**src/rtl/router_ingress_ctrl.sv**
```systemverilog
// rtl/router_ingress_ctrl.sv - packet ingress controller steering bytes into three destination FIFOs
//
// Ports:
//   clock        sole clock, rising edge
//   reset        synchronous active-high reset
//   pkt_valid    high on header/payload bytes, low on the trailing parity byte
//   data_in      packet byte; header [7:2]=payload length, [1:0]=destination
//   fifo_empty   per-destination FIFO empty flags
//   fifo_full    per-destination FIFO full flags
//   soft_reset   per-destination abort request
//   dout         byte written to the selected FIFO
//   write_enb    one-hot FIFO write strobe
//   lfd_state    high while the header byte is written
//   busy         upstream stall; data_in is consumed only when low
//   parity_done  one-cycle pulse when a packet completes
//   err          parity/length error flag, held until the next accepted header
module router_ingress_ctrl (
    input  logic       clock,
    input  logic       reset,
    input  logic       pkt_valid,
    input  logic [7:0] data_in,
    input  logic [2:0] fifo_empty,
    input  logic [2:0] fifo_full,
    input  logic [2:0] soft_reset,
    output logic [7:0] dout,
    output logic [2:0] write_enb,
    output logic       lfd_state,
    output logic       busy,
    output logic       parity_done,
    output logic       err
);

    typedef enum logic [2:0] {
        S_DECODE       = 3'd0,
        S_WAIT_EMPTY   = 3'd1,
        S_LOAD_HEADER  = 3'd2,
        S_LOAD_DATA    = 3'd3,
        S_CHECK_PARITY = 3'd4,
        S_DROP         = 3'd5
    } state_t;

    state_t     state;
    state_t     next_state;
    logic [1:0] addr;
    logic [7:0] hdr;
    logic [7:0] calc_parity;
    logic [7:0] pkt_parity;
    logic [6:0] count;

    logic [2:0] addr_oh;
    logic [2:0] hdr_oh;
    logic       sel_empty;
    logic       sel_full;
    logic       new_empty;
    logic       in_pkt;
    logic       abort;

    // Destination selects are built as one-hot masks so destination 3
    // simply selects nothing instead of indexing past the flag vectors.
    assign addr_oh   = 3'b001 << addr;
    assign hdr_oh    = 3'b001 << data_in[1:0];
    assign sel_empty = |(fifo_empty & addr_oh);
    assign sel_full  = |(fifo_full & addr_oh);
    assign new_empty = |(fifo_empty & hdr_oh);

    // Only the latched destination's soft_reset matters, and only while a
    // packet is being moved toward or into its FIFO; CHECK_PARITY is immune.
    assign in_pkt = (state == S_WAIT_EMPTY) || (state == S_LOAD_HEADER) || (state == S_LOAD_DATA);
    assign abort  = in_pkt && |(soft_reset & addr_oh);

    // State register
    always_ff @(posedge clock) begin
        if (reset) begin
            state <= S_DECODE;
        end else begin
            state <= next_state;
        end
    end

    // Next-state logic
    always_comb begin
        next_state = state;
        case (state)
            S_DECODE: begin
                if (pkt_valid) begin
                    if (data_in[1:0] == 2'd3) begin
                        next_state = S_DROP;
                    end else if (new_empty) begin
                        next_state = S_LOAD_HEADER;
                    end else begin
                        next_state = S_WAIT_EMPTY;
                    end
                end
            end
            S_WAIT_EMPTY: begin
                if (abort) begin
                    next_state = pkt_valid ? S_DROP : S_DECODE;
                end else if (sel_empty) begin
                    next_state = S_LOAD_HEADER;
                end
            end
            S_LOAD_HEADER: begin
                if (abort) begin
                    next_state = pkt_valid ? S_DROP : S_DECODE;
                end else begin
                    next_state = S_LOAD_DATA;
                end
            end
            S_LOAD_DATA: begin
                if (abort) begin
                    next_state = pkt_valid ? S_DROP : S_DECODE;
                end else if (!sel_full && !pkt_valid) begin
                    next_state = S_CHECK_PARITY;
                end
            end
            S_CHECK_PARITY: next_state = S_DECODE;
            S_DROP: begin
                if (!pkt_valid) begin
                    next_state = S_DECODE;
                end
            end
            default: next_state = S_DECODE;
        endcase
    end

    // Outputs; everything is forced quiet while reset is asserted.
    always_comb begin
        dout        = 8'h00;
        write_enb   = 3'b000;
        lfd_state   = 1'b0;
        busy        = 1'b0;
        parity_done = 1'b0;
        if (!reset) begin
            case (state)
                S_WAIT_EMPTY: busy = 1'b1;
                S_LOAD_HEADER: begin
                    busy = 1'b1;
                    if (!abort) begin
                        dout      = hdr;
                        write_enb = addr_oh;
                        lfd_state = 1'b1;
                    end
                end
                S_LOAD_DATA: begin
                    busy = sel_full;
                    if (!sel_full && !abort) begin
                        dout      = data_in;
                        write_enb = addr_oh;
                    end
                end
                S_CHECK_PARITY: begin
                    busy        = 1'b1;
                    parity_done = 1'b1;
                end
                default: ;
            endcase
        end
    end

    // Packet datapath registers
    always_ff @(posedge clock) begin
        if (reset) begin
            addr        <= 2'd0;
            hdr         <= 8'h00;
            calc_parity <= 8'h00;
            pkt_parity  <= 8'h00;
            count       <= 7'd0;
            err         <= 1'b0;
        end else begin
            case (state)
                S_DECODE: begin
                    if (pkt_valid && (data_in[1:0] != 2'd3)) begin
                        hdr         <= data_in;
                        addr        <= data_in[1:0];
                        calc_parity <= data_in;
                        count       <= 7'd0;
                        err         <= 1'b0;
                    end
                end
                S_LOAD_DATA: begin
                    if (!abort && !sel_full) begin
                        if (pkt_valid) begin
                            calc_parity <= calc_parity ^ data_in;
                            if (count != 7'd127) begin
                                count <= count + 7'd1;
                            end
                        end else begin
                            pkt_parity <= data_in;
                        end
                    end
                end
                S_CHECK_PARITY: begin
                    err <= (calc_parity != pkt_parity) || (count != {1'b0, hdr[7:2]});
                end
                default: ;
            endcase
        end
    end

endmodule

```
**config.mk**
```make
export PLATFORM = sky130hd
export DESIGN_NAME = router_ingress_ctrl
export DESIGN_NICKNAME = d
export VERILOG_FILES = /design/src/rtl/router_ingress_ctrl.sv
export SDC_FILE = /design/constraint.sdc
export NUM_CORES = 1
export LEC_CHECK = 0
export CAP_MARGIN = 25
export CORE_MARGIN = 1.5
export CORE_UTILIZATION = 48
export CTS_BUF_LIST = sky130_fd_sc_hd__clkbuf_4 sky130_fd_sc_hd__clkbuf_8 sky130_fd_sc_hd__clkbuf_16
export CTS_CLUSTER_SIZE = 8
export DETAILED_ROUTE_END_ITERATION = 7
export PLACE_DENSITY = 0.74
export SLEW_MARGIN = 25
export SYNTH_ARGS = -nofsm -noshare
export SYNTH_HDL_FRONTEND = slang
export SYNTH_SLANG_ARGS = --single-unit
```
**constraint.sdc**
```tcl
create_clock -name clock -period 6.01 [get_ports clock]
set_input_delay 1.5025 -clock clock [delete_from_list [all_inputs] [get_ports clock]]
set_output_delay 1.5025 -clock clock [all_outputs]
set_load 0.05 [all_outputs]
```
==> impl_metrics.yaml, run 1 <==
synth:
  ys.flop_type: "dfxtp_1"
  synthDistinctLibCells: 48
  synth_seq_cells: 35
  synthCells: 253
  yosys_warnings: 0
  synth_edf_count: 0
  syn-num-nets: 274
  ys_seq_area_frac: 0.327
  synth_top_area_cell: "dfxtp_1"
  async_flop_share: 0
  synthTopCellsByArea: "dfxtp_1 33%, mux2i_1 8.9%, a21oi_1 4.9%"
  synth_top_cell_area_share: 0.327
  synth.cell_area_um2: 2140
  syn_avg_cell_area_um2: 8.47
sta:
  rsz0062_at_grt: "false"
  holdWs_ns: 0.497
  hold_viol_final: 0
  maxSlewViolCount: 0
  setup-violations-final: 0
  layout_min_cycle_time_ns: 4.99
  finalWorstSetupSlack_ns: 1.02
  fmax_mhz: 200
  tightest_slew_ns: 0.688
  relSlewSlack: 0.541
  tns_ns: 0
  fin_crit_sh: 0.830
  fin_worst_skew_ns: 0.00863
critical_path:
  worst_path_largest_cell_delay_ns: 0.81
  path_class: "input port to output port"
  crit_arrival_ns: 3.49
  cp_slowest_cell: "clkdlybuf4s50_1"
  crit_top_cell: "clkdlybuf4s50_1"
  cp-start-kind: "input port"
  worstPathCellList: "clkdlybuf4s50_1 -> mux2i_2 -> o21ai_4 -> o21ai_0 -> a21oi_1 -> clkdlybuf4s50_1"
  required_ns: 4.51
  end_kind: "output port"
  cp_max_fo: 9
floorplan:
  pin_count: 35
  start_util: 0.495
  rows: 24
  die_area_um2: 4870
  fp.dieH_um: 69.8
  die_w_um: 69.8
  core_um2: 4320
finish:
  num_antenna_cells: 0
  fin_nets: 303
  drive_above_1_share: 0.113
  area.growth.synth_to_final_pct: 24.6
  final_util: 0.617
route:
  avgViaCountPerCell: 5.81
  dr.pass1.iters: 4
  drc_errors: 0
  wl_per_cell_um: 15.6
  ant_nets: 0
  num_vias: 1939
  wl_mm: 5.22
  drt_iter0_markers: 177
clocking:
  postCtsHoldBufs: 0
  cts_buffers: 5
  cts.sinks: 35
  cts_max_level: 2
  post_cts_buffers: 0
  root_buffer: "clkbuf_8"
  cts_tree: "yes"
  cts_resized: 0
  path_clk_slew_ns: 0.08
  ctsLongestPathBuffers: 2
  clk-insertion-delay-late_ns: 0.29
flow_run:
  maxCapViolCount: 0
place:
  pre_cts_slack_ns: 1.02
  io_buffer_count: 34
  gp_congestion: 0.835
  dp_hpwl_mm: 3.69
worst_hold_path:
  hp-class: "flip-flop to flip-flop"
power_and_ir_drop:
  finalPower_mw: 0.783
  p_per_area_nw_per_um2: 294
  irDropWorstVdd_uv: 153
  cellLeakagePower_nw: 0.962
global_routing:
  track_usage: 0.224
  grt_max_degree: 32
  antenna_found_initial: 0
  grt_pass1_wl_mm: 8.81
  grt-ovfl-total: 0
  grt_pass1_vias: 1826
run_status:
  status: "finished clean"
-- report_power, final --
| group | internal (mW) | switching, mW |
|---|---|---|
| logic | 0.107 | 0.157 |
| clock network | 0.121 | 0.0883 |
| registers | 0.259 | 0.0502 |
-- metrics by stage --
step | std cells | area (um^2)
5_1_grt | 334 | 2670
3_5_place_dp | 327 | 2560
4_1_cts | 334 | 2670
2_1_floorplan | 253 | 2140
6_report | 334 | 2670
3_3_place_gp | 327 | 2560
-- layout make-up --
cell class / count / area (um^2)
Fill cell: 422 / 1660
Inverter: 6 / 22.5
Multi-Input combinational cell: 197 / 1340
Clock inverter: 2 / 37.5
Clock buffer: 5 / 68.8
Timing Repair Buffer: 37 / 433
Tap cell: 52 / 65.1
Sequential cell: 35 / 701
-- state kept, by name, summed over array words and instances (netlist names) --
name	count
calc_parity	8
hdr	7
err	1
state	3
pkt_parity	8
addr	1
count	7
-- final timing paths --
path                              startpoint             end  slack, ns  cells after the start
worst max-delay path            fifo_full[0]            busy       1.02                      6
worst min-delay path                  hdr[5]          hdr[5]       0.50                      2
worst max register to register        hdr[1]  calc_parity[2]       3.74                      5
worst min register to register        hdr[5]          hdr[5]       0.50                      2
-- Yosys cell counts (5+ instances only) --
cell type	number
o21ai_0	9
nor3_1	6
mux2i_1	19
a21oi_1	21
inv_1	6
nand3b_1	12
nand2_1	28
nor2_1	17
nand3_1	7
xnor2_1	5
a21boi_0	8
dfxtp_1	35
xor2_1	9
clkbuf_1	10
a22o_1	8
-- metal layers --
metal  routed length [um]  global-route usage
met1                 2490               0.313
met4                   93              0.0769
met3                  188              0.0392
met5                    0                   0
met2                 2450               0.349
-- cell families (layout without fill, tap and decap cells) --
group / count (synthesis) / after routing / synth area share
AND/OR/NAND/NOR: 89 / 89 / 0.223
AO/OA/AOI/OAI: 73 / 73 / 0.245
flip-flops: 35 / 35 / 0.327
buffers and inverters: 21 / 50 / 0.0467
multiplexers: 20 / 20 / 0.0952
XOR/XNOR: 14 / 14 / 0.0572
adder cells (fa/ha/maj): 1 / 1 / 0.00584
-- layout by cell type (no fill, tap or decap), types with 6 or more instances in the layout --
master	n
buf_4	7
nor2_1	17
nand3_1	7
o21ai_0	9
a21oi_1	21
dfxtp_1	35
buf_12	8
inv_1	6
nor3_1	6
mux2i_1	19
clkdlybuf4s50_1	22
xor2_1	9
nand2_1	28
a22o_1	8
a21boi_0	8
nand3b_1	12
-- worst max-delay path, delay by kind of cell --
kind,cells,cell delay (ns)
buffers and inverters,2,1.28
AO/OA/AOI/OAI,3,0.61
multiplexers,1,0.08
No activity file was read; power rests on OpenSTA's default activity.
==> run 2, diff against run 1 <==
--- a/config.mk
+++ b/config.mk
@@ -11,7 +11,7 @@
 export CTS_BUF_LIST = sky130_fd_sc_hd__clkbuf_4 sky130_fd_sc_hd__clkbuf_8 sky130_fd_sc_hd__clkbuf_16
 export CTS_CLUSTER_SIZE = 8
 export DETAILED_ROUTE_END_ITERATION = 7
-export PLACE_DENSITY = 0.74
+export PLACE_DENSITY = 0.77
 export SLEW_MARGIN = 25
 export SYNTH_ARGS = -nofsm -noshare
 export SYNTH_HDL_FRONTEND = slang
==> constraint.sdc (replaced) <==
create_clock -name clock -period 4.28 [get_ports clock]
set_input_delay 1.07 -clock clock [delete_from_list [all_inputs] [get_ports clock]]
set_output_delay 1.07 -clock clock [all_outputs]
set_load 0.05 [all_outputs]
==> impl_metrics.yaml, run 2 (synthesis gave the netlist of run 1 again) <==
power_and_ir_drop:
  finalPower_mw: 1.06
  irDropWorstVdd_uv: 281
  p_per_area_nw_per_um2: 393
  cellLeakagePower_nw: 0.969
sta:
  fin_crit_sh: 0.960
  fmax_mhz: 243
  fin_worst_skew_ns: 0.00309
  maxSlewViolCount: 0
  tns_ns: 0
  setup-violations-final: 0
  rsz0062_at_grt: "false"
  layout_min_cycle_time_ns: 4.11
  finalWorstSetupSlack_ns: 0.169
  relSlewSlack: 0.413
  hold_viol_final: 0
  tightest_slew_ns: 0.875
clocking:
  path_clk_slew_ns: 0.08
  cts_max_level: 2
  postCtsHoldBufs: 0
  root_buffer: "clkbuf_8"
  cts_resized: 0
  ctsLongestPathBuffers: 2
  clk-insertion-delay-late_ns: 0.30
  cts_buffers: 5
  post_cts_buffers: 0
  cts_tree: "yes"
  cts.sinks: 35
floorplan:
  core_um2: 4320
  fp.dieH_um: 69.8
  die_area_um2: 4870
  start_util: 0.495
  pin_count: 35
  rows: 24
  die_w_um: 69.8
global_routing:
  gr-usage-met1: 0.289
  track_usage: 0.217
  grt_pass1_vias: 1779
  grt_busiest_layer: "met2"
  grt-ovfl-total: 0
  grt_max_degree: 32
  grt_pass1_wl_mm: 8.42
  antenna_found_initial: 0
  use_met2: 0.344
  use_met3: 0.0392
flow_run:
  maxCapViolCount: 0
route:
  wl_per_cell_um: 15.4
  avgViaCountPerCell: 5.93
  ant_nets: 0
  dr.pass1.iters: 4
  drt_iter0_markers: 197
  num_vias: 1986
  drc_errors: 0
  wl_mm: 5.15
finish:
  drive_above_1_share: 0.127
  num_antenna_cells: 0
  fin_area_um2: 2710
  area.growth.synth_to_final_pct: 26.6
  largestRegisters: "calc_parity: 8 flops, pkt_parity: 8 flops"
  final_util: 0.627
  final_common_cell: "dfxtp_1"
  fin_nets: 303
  final_cell_mix: "35 x dfxtp_1, 28 x nand2_1, 21 x a21oi_1"
place:
  gp_congestion: 0.841
  place_area_um2: 2620
  pre_cts_slack_ns: 0.189
  dp_hpwl_mm: 3.68
  io_buffer_count: 34
critical_path:
  end_kind: "output port"
  cp-start-kind: "input port"
  path_class: "input port to output port"
  crit_arrival_ns: 3.04
  cp_max_fo: 9
  required_ns: 3.21
run_status:
  status: "finished clean"
worst_hold_path:
  hp-class: "flip-flop to flip-flop"
-- run 2: cell count changes in the layout (fill, tap and decap cells not counted) --
cell and change:
buf_12 +5, buf_4 -3, clkdlybuf4s50_1 -2, bufinv_16 -1, clkinv_2 +1, clkinvlp_4 +1
nor2_1 -1, nor2_2 +1
-- run 2: per-stage QoR --
step	hold slack [ns]	instances
2_1_floorplan	0.461	253
5_1_grt	0.526	335
6_report	0.496	335
3_3_place_gp	0.479	327
3_5_place_dp	0.486	327
4_1_cts	0.497	335
-- run 2: final cells by class --
class                           instances  area [um^2]
Tap cell                               52         65.1
Multi-Input combinational cell        197         1340
Timing Repair Buffer                   37          490
Clock buffer                            5         68.8
Fill cell                             371         1610
Sequential cell                        35          701
Inverter                                6         22.5
Clock inverter                          3         20.0
-- run 2: final timing paths --
kind                      start             end  slack (ns)  cells after the start
hold / removal           hdr[3]          hdr[3]        0.50                      2
setup reg to reg         hdr[1]  calc_parity[7]        1.98                      6
hold reg to reg          hdr[3]          hdr[3]        0.50                      2
setup / recovery  soft_reset[2]         dout[6]        0.17                      6
-- run 2: critical path, cell delays in order --
cell             delay (ns)
clkdlybuf4s50_1        0.43
mux2i_1                0.23
o21ai_2                0.12
nor3_2                 0.73
a22o_1                 0.31
buf_12                 0.15
-- run 2: layer usage --
layer	vias up	share of wire
met5	-	0
met3	11	0.056
met2	64	0.46
met1	923	0.46
li1	988	-
met4	0	0.023
-- run 2: power by group --
part	switching (mW)	internal, mW
clock	0.130	0.113
sequential	0.0690	0.363
combinational	0.225	0.165
==> run 3, diff against run 2 <==
--- a/config.mk
+++ b/config.mk
@@ -9,6 +9,7 @@
 export CORE_MARGIN = 1.5
 export CORE_UTILIZATION = 48
 export CTS_BUF_LIST = sky130_fd_sc_hd__clkbuf_4 sky130_fd_sc_hd__clkbuf_8 sky130_fd_sc_hd__clkbuf_16
+export CTS_CLUSTER_DIAMETER = 50
 export CTS_CLUSTER_SIZE = 8
 export DETAILED_ROUTE_END_ITERATION = 7
 export PLACE_DENSITY = 0.77
==> results of run 3 <==
Final layout, timing and power as in run 2 (identical DEF).
==> patch 1 (config.mk and constraints of run 3) <==
Reset style: asynchronous (`reset`), changed in 2 clocked blocks. Comments in the files are not updated.
--- a/src/rtl/router_ingress_ctrl.sv
+++ b/src/rtl/router_ingress_ctrl.sv
@@ -69,7 +69,7 @@
     assign abort  = in_pkt && |(soft_reset & addr_oh);
 
     // State register
-    always_ff @(posedge clock) begin
+    always_ff @(posedge clock or posedge reset) begin
         if (reset) begin
             state <= S_DECODE;
         end else begin
@@ -158,7 +158,7 @@
     end
 
     // Packet datapath registers
-    always_ff @(posedge clock) begin
+    always_ff @(posedge clock or posedge reset) begin
         if (reset) begin
             addr        <= 2'd0;
             hdr         <= 8'h00;
Behaviour: not the same (Yosys sat finds a counterexample within 10 cycles, from zero or initial values and one cycle with reset high; the reset may be asserted at any time).
==> patch 1 against run 3 <==
  * Global-route usage increased by 2.0 points
  * Synthesized area up 7.6%
  * Sequential cell count unchanged
  * Critical path depth stayed put
  * Critical endpoint is now write_enb[0]
  * Routed wire length is 8.6% higher
  * Worst setup slack improved by 0.051 ns
  * Design area up 6.2%
  * Largest cell class unchanged
  * Via count shrank 0.50%
Power is not compared: it rests on default switching activity, and its combinational part moved more than twofold at a synthesized area within 25%.
==> patch 1: results <==
metrics = {
    "place": {
        "gp_congestion": 0.850,
        "place_ws_ns": 0.237,
        "dp_hpwl_mm": 3.99,
        "numPortBuffers": 34,
        "dpl-instance-area_um2": 2790,
    },
    "setup_path": {
        "worstPathMaxFanout": 6,
        "cp.arrival_ns": 2.99,
        "slowest_stage": "a2111oi_1",
        "worst_path_largest_cell_delay_ns": 0.62,
        "path_delay_family": "compound AO/OA/AOI/OAI gates",
    },
    "timing": {
        "fin_skew_ns": 0.00143,
        "slew_headroom_pct": 48.5,
    },
    "synth": {
        "synth_top_area_share_pct": 38.0,
        "synth.distinct_cells": 61,
        "synth_top_cells_by_count": "dfrtp_1 (35), nand2_1 (18), mux2_2 (16), a21oi_1 (15)",
        "synth_seq_area_share_pct": 38.0,
        "async_reset_ff_share_pct": 100,
        "syn_nets": 258,
        "synth_flop_cell": "dfrtp_1",
        "ys_top_cells_by_area": "dfrtp_1 (38%), mux2_2 (7.8%), a22o_1 (4.2%)",
    },
    "global_route": {
        "grt.total_usage_pct": 23.7,
        "grt_pass1_wl_mm": 9.40,
        "grt_max_degree": 36,
        "grt_pass1_vias": 1924,
    },
    "routing": {
        "first_pass_iters": 6,
        "num_vias": 1976,
        "first_iter_violations": 212,
        "routedWlPerCell_um": 17.5,
    },
    "cts": {
        "cts.repair.resized": 0,
        "htreeDepth": 2,
        "cts_buffers": 5,
        "clk_pin_slew_ns": 0.07,
        "clkLatencyLatePin_ns": 0.30,
        "root_buffer": "clkbuf_8",
        "clock_tree.buffer_depth": 2,
    },
    "layout": {
        "drive_above_1_share_pct": 21.8,
        "nNetsFinal": 286,
    },
    "worst_hold_path": {
        "hp-class": "flop to flop",
    },
    "status": {
        "status": "complete, no violations",
    },
}
-- patch 1: final timing paths --
kind,start,depth (start not counted),endpoint,slack [ns]
worst min-delay path,pkt_parity[1]$_DFFE_PP0P_,1,pkt_parity[1]$_DFFE_PP0P_,0.53
worst max register to register,state[0]$_DFFE_PP0P_,6,calc_parity[7]$_DFFE_PP0P_,1.66
worst min register to register,pkt_parity[1]$_DFFE_PP0P_,1,pkt_parity[1]$_DFFE_PP0P_,0.53
max in group asynchronous,reset,3,count[2]$_DFFE_PP0P_,2.69
min in group asynchronous,reset,3,calc_parity[1]$_DFFE_PP0P_,1.27
worst max-delay path,soft_reset[2],6,write_enb[0],0.22
-- patch 1: power groups by stage --
stage | Sequential, W | Combinational (W) | Clock [W]
floorplan | 0.000578 | 0.000697 | 0
global placement | 0.000641 | 0.000841 | 0
detailed placement | 0.000651 | 0.000865 | 0
CTS | 0.000644 | 0.000868 | 0.000249
global route | 0.000676 | 0.000943 | 0.000263
finish | 0.000649 | 0.000868 | 0.000245
-- patch 1: cell families after synthesis --
family,Yosys count,synth area share (%)
DFF,35,38.0
xor gates and xnor gates,15,5.70
buffers and inverters,23,4.72
muxes,19,9.28
and+or+nand+nor,73,17.2
adders and majority gates,1,0.543
AOI/OAI and AO/OA,71,24.6
-- patch 1: routing by layer --
layer	track usage, %	share of wire, %	vias to the layer above
met1	31.7	47	981
li1	-	-	938
met4	8.39	1.6	0
met3	5.14	4.0	11
met2	38.2	47	46
met5	0	0	-
-- patch 1: per-stage QoR --
step                      utilization [%]  instances  hold slack [ns]  TNS, ns  power, W
after global placement               59.9        312            0.503        0   0.00148
after floorplan                         -        237            0.472   -0.454   0.00127
after CTS                            61.8        320            0.532        0   0.00176
after global routing                 61.8        320            0.542        0   0.00188
final                                61.8        320            0.531        0   0.00176
after detailed placement             59.9        312            0.515        0   0.00152
-- patch 1: final cells by class --
type,instances,area (um2)
sequential,35,876
multi-input combinational,179,1330
inverter,7,26.3
timing repair buffer,37,493
clock buffer,5,68.8
tap,54,67.6
clock inverter,3,20.0
fill,384,1780
==> patch 2 (settings of run 3) <==
Without the edit above. The 6 states of `state_t` get a one-hot encoding in 6 bits.
--- a/src/rtl/router_ingress_ctrl.sv
+++ b/src/rtl/router_ingress_ctrl.sv
@@ -30,13 +30,13 @@
     output logic       err
 );
 
-    typedef enum logic [2:0] {
-        S_DECODE       = 3'd0,
-        S_WAIT_EMPTY   = 3'd1,
-        S_LOAD_HEADER  = 3'd2,
-        S_LOAD_DATA    = 3'd3,
-        S_CHECK_PARITY = 3'd4,
-        S_DROP         = 3'd5
+    typedef enum logic [5:0] {
+        S_DECODE       = 6'b000001,
+        S_WAIT_EMPTY   = 6'b000010,
+        S_LOAD_HEADER  = 6'b000100,
+        S_LOAD_DATA    = 6'b001000,
+        S_CHECK_PARITY = 6'b010000,
+        S_DROP         = 6'b100000
     } state_t;
 
     state_t     state;
Check against the original RTL: no difference found for any inputs over 4 cycles, from zero or initial values and one cycle with reset high; so few cycles prove little.
==> patch 2 against run 3 <==
  * Count of clock-buffer cells in the layout is 2 higher
  * Clock power is 11% higher
  * Power is 17% lower
  * Synthesized area is 17% higher
  * Sequential power is 5.8% lower
  * Routed wire length is 31% higher
  * Design area is 14% higher
  * Worst setup slack better by 0.013 ns
  * Sequential cell count is 3 higher
  * Critical path depth stayed put
  * Hold slack worse by 0.0077 ns
  * Critical path type unchanged
  * Largest power group unchanged
  * Highest routed layer unchanged
==> patch 2: results <==
metrics = {
    "timing": {
        "fin_skew_ns": 0.00560,
        "slew_headroom_pct": 43.4,
    },
    "setup_path": {
        "r2r_start": "addr[0]$_SDFFE_PP0P_",
        "crit_start": "soft_reset[1]",
        "reg2reg_depth": 4,
        "worst_path_largest_cell_delay_ns": 0.46,
        "cp.arrival_ns": 3.03,
        "r2r_end": "state[0]$_SDFFE_PP1P_",
        "path_delay_family": "compound AO/OA/AOI/OAI gates",
        "worstPathMaxFanout": 7,
        "regToRegSetupSlack_ns": 1.93,
        "crit_end": "write_enb[1]",
        "slowest_stage": "a2111o_1",
    },
    "global_route": {
        "grt.total_usage_pct": 25.0,
        "grt_pass1_vias": 2242,
        "grt_max_degree": 26,
        "grt_pass1_wl_mm": 10.7,
    },
    "place": {
        "dpl-instance-area_um2": 3010,
        "dp_hpwl_mm": 4.60,
        "placed_cells": 378,
        "gp_congestion": 0.906,
    },
    "power": {
        "ir_worst_vdd_mv": 0.252,
        "p_leak_nw": 0.989,
    },
    "synth": {
        "synth_seq_area_share_pct": 30.4,
        "avgSynthCellArea_um2": 8.64,
        "synth_top_cells_by_count": "dfxtp_1 (38), nand2_1 (31), a21oi_1 (19), nand4_1 (13), o21ai_0 (13)",
        "syn_nets": 311,
        "synth.distinct_cells": 63,
        "ys_top_cells_by_area": "dfxtp_1 (30%), nand2_1 (4.6%), xnor2_1 (3.8%)",
    },
    "layout": {
        "fillCellCount": 437,
        "nNetsFinal": 336,
        "largestRegisters": "calc_parity (8), pkt_parity (8)",
        "layout.cells.non_filler": 386,
        "drive_above_1_share_pct": 15.8,
        "final_core_util_pct": 61.2,
    },
    "status": {
        "status": "complete, no violations",
    },
    "worst_hold_path": {
        "whs_endpoint": "pkt_parity[4]$_SDFFE_PP0P_",
        "hold_path.startpoint": "pkt_parity[4]$_SDFFE_PP0P_",
        "hold_path_depth": 2,
    },
    "routing": {
        "routedWlPerCell_um": 17.5,
        "first_iter_violations": 122,
        "num_vias": 2468,
    },
    "cts": {
        "clkLatencyLatePin_ns": 0.30,
        "cts_setup_buffers": 0,
    },
}
## patch 2: changes by cell type after synthesis, sizes merged, moves of 4 or more
| cell | run 3 | this run |
|---|---|---|
| o21ai | 11 | 15 |
| xor2 | 9 | 4 |
| nand4 | 3 | 13 |
| nor2 | 17 | 8 |
| a41oi | 0 | 9 |
| a21boi | 8 | 1 |
| buf | 5 | 16 |
| xnor2 | 5 | 11 |
| nand2b | 0 | 8 |
| nand4b | 0 | 9 |
| mux2i | 20 | 8 |
| o311ai | 4 | 8 |
## patch 2: layout make-up
cell class                 count  area share [%]
timing repair buffer          45            17.7
clock buffer                   7            2.90
tap                           70            2.82
clock inverter                 1           0.161
inverter                       4           0.484
sequential                    38            24.5
multi-input combinational    221            51.4
## patch 2: layer usage
layer / wire, um / global-route usage (%) / vias up / share of wire [%]
li1: - / - / 1164 / -
met1: 2840 / 31.1 / 1181 / 42
met2: 3230 / 40.7 / 102 / 48
met3: 434 / 4.82 / 21 / 6.4
met4: 236 / 13.9 / 0 / 3.5
met5: 0 / 0 / - / 0
## patch 2: power by group
group	total [W]	leakage, nW	internal, W	switching, W
Combinational	0.000211	0.628	0.0000908	0.000120
Clock	0.000270	0.0517	0.000136	0.000134
Sequential	0.000407	0.309	0.000373	0.0000338
## patch 2: per-stage QoR
stage / worst slack (ns) / hold WS, ns
global placement: 0.270 / 0.468
CTS: 0.187 / 0.488
global route: 0.0838 / 0.512
floorplan: 0.140 / 0.461
detailed placement: 0.184 / 0.479
finish: 0.182 / 0.488
## patch 2: cells by family after synthesis
logic type / Yosys count / synth area share, %
muxes: 9 / 3.80
and+or+nand+nor: 116 / 30.1
DFF: 38 / 30.4
xor gates and xnor gates: 15 / 5.24
AOI/OAI and AO/OA: 80 / 23.8
buffers and inverters: 31 / 6.19
adders and majority gates: 1 / 0.499
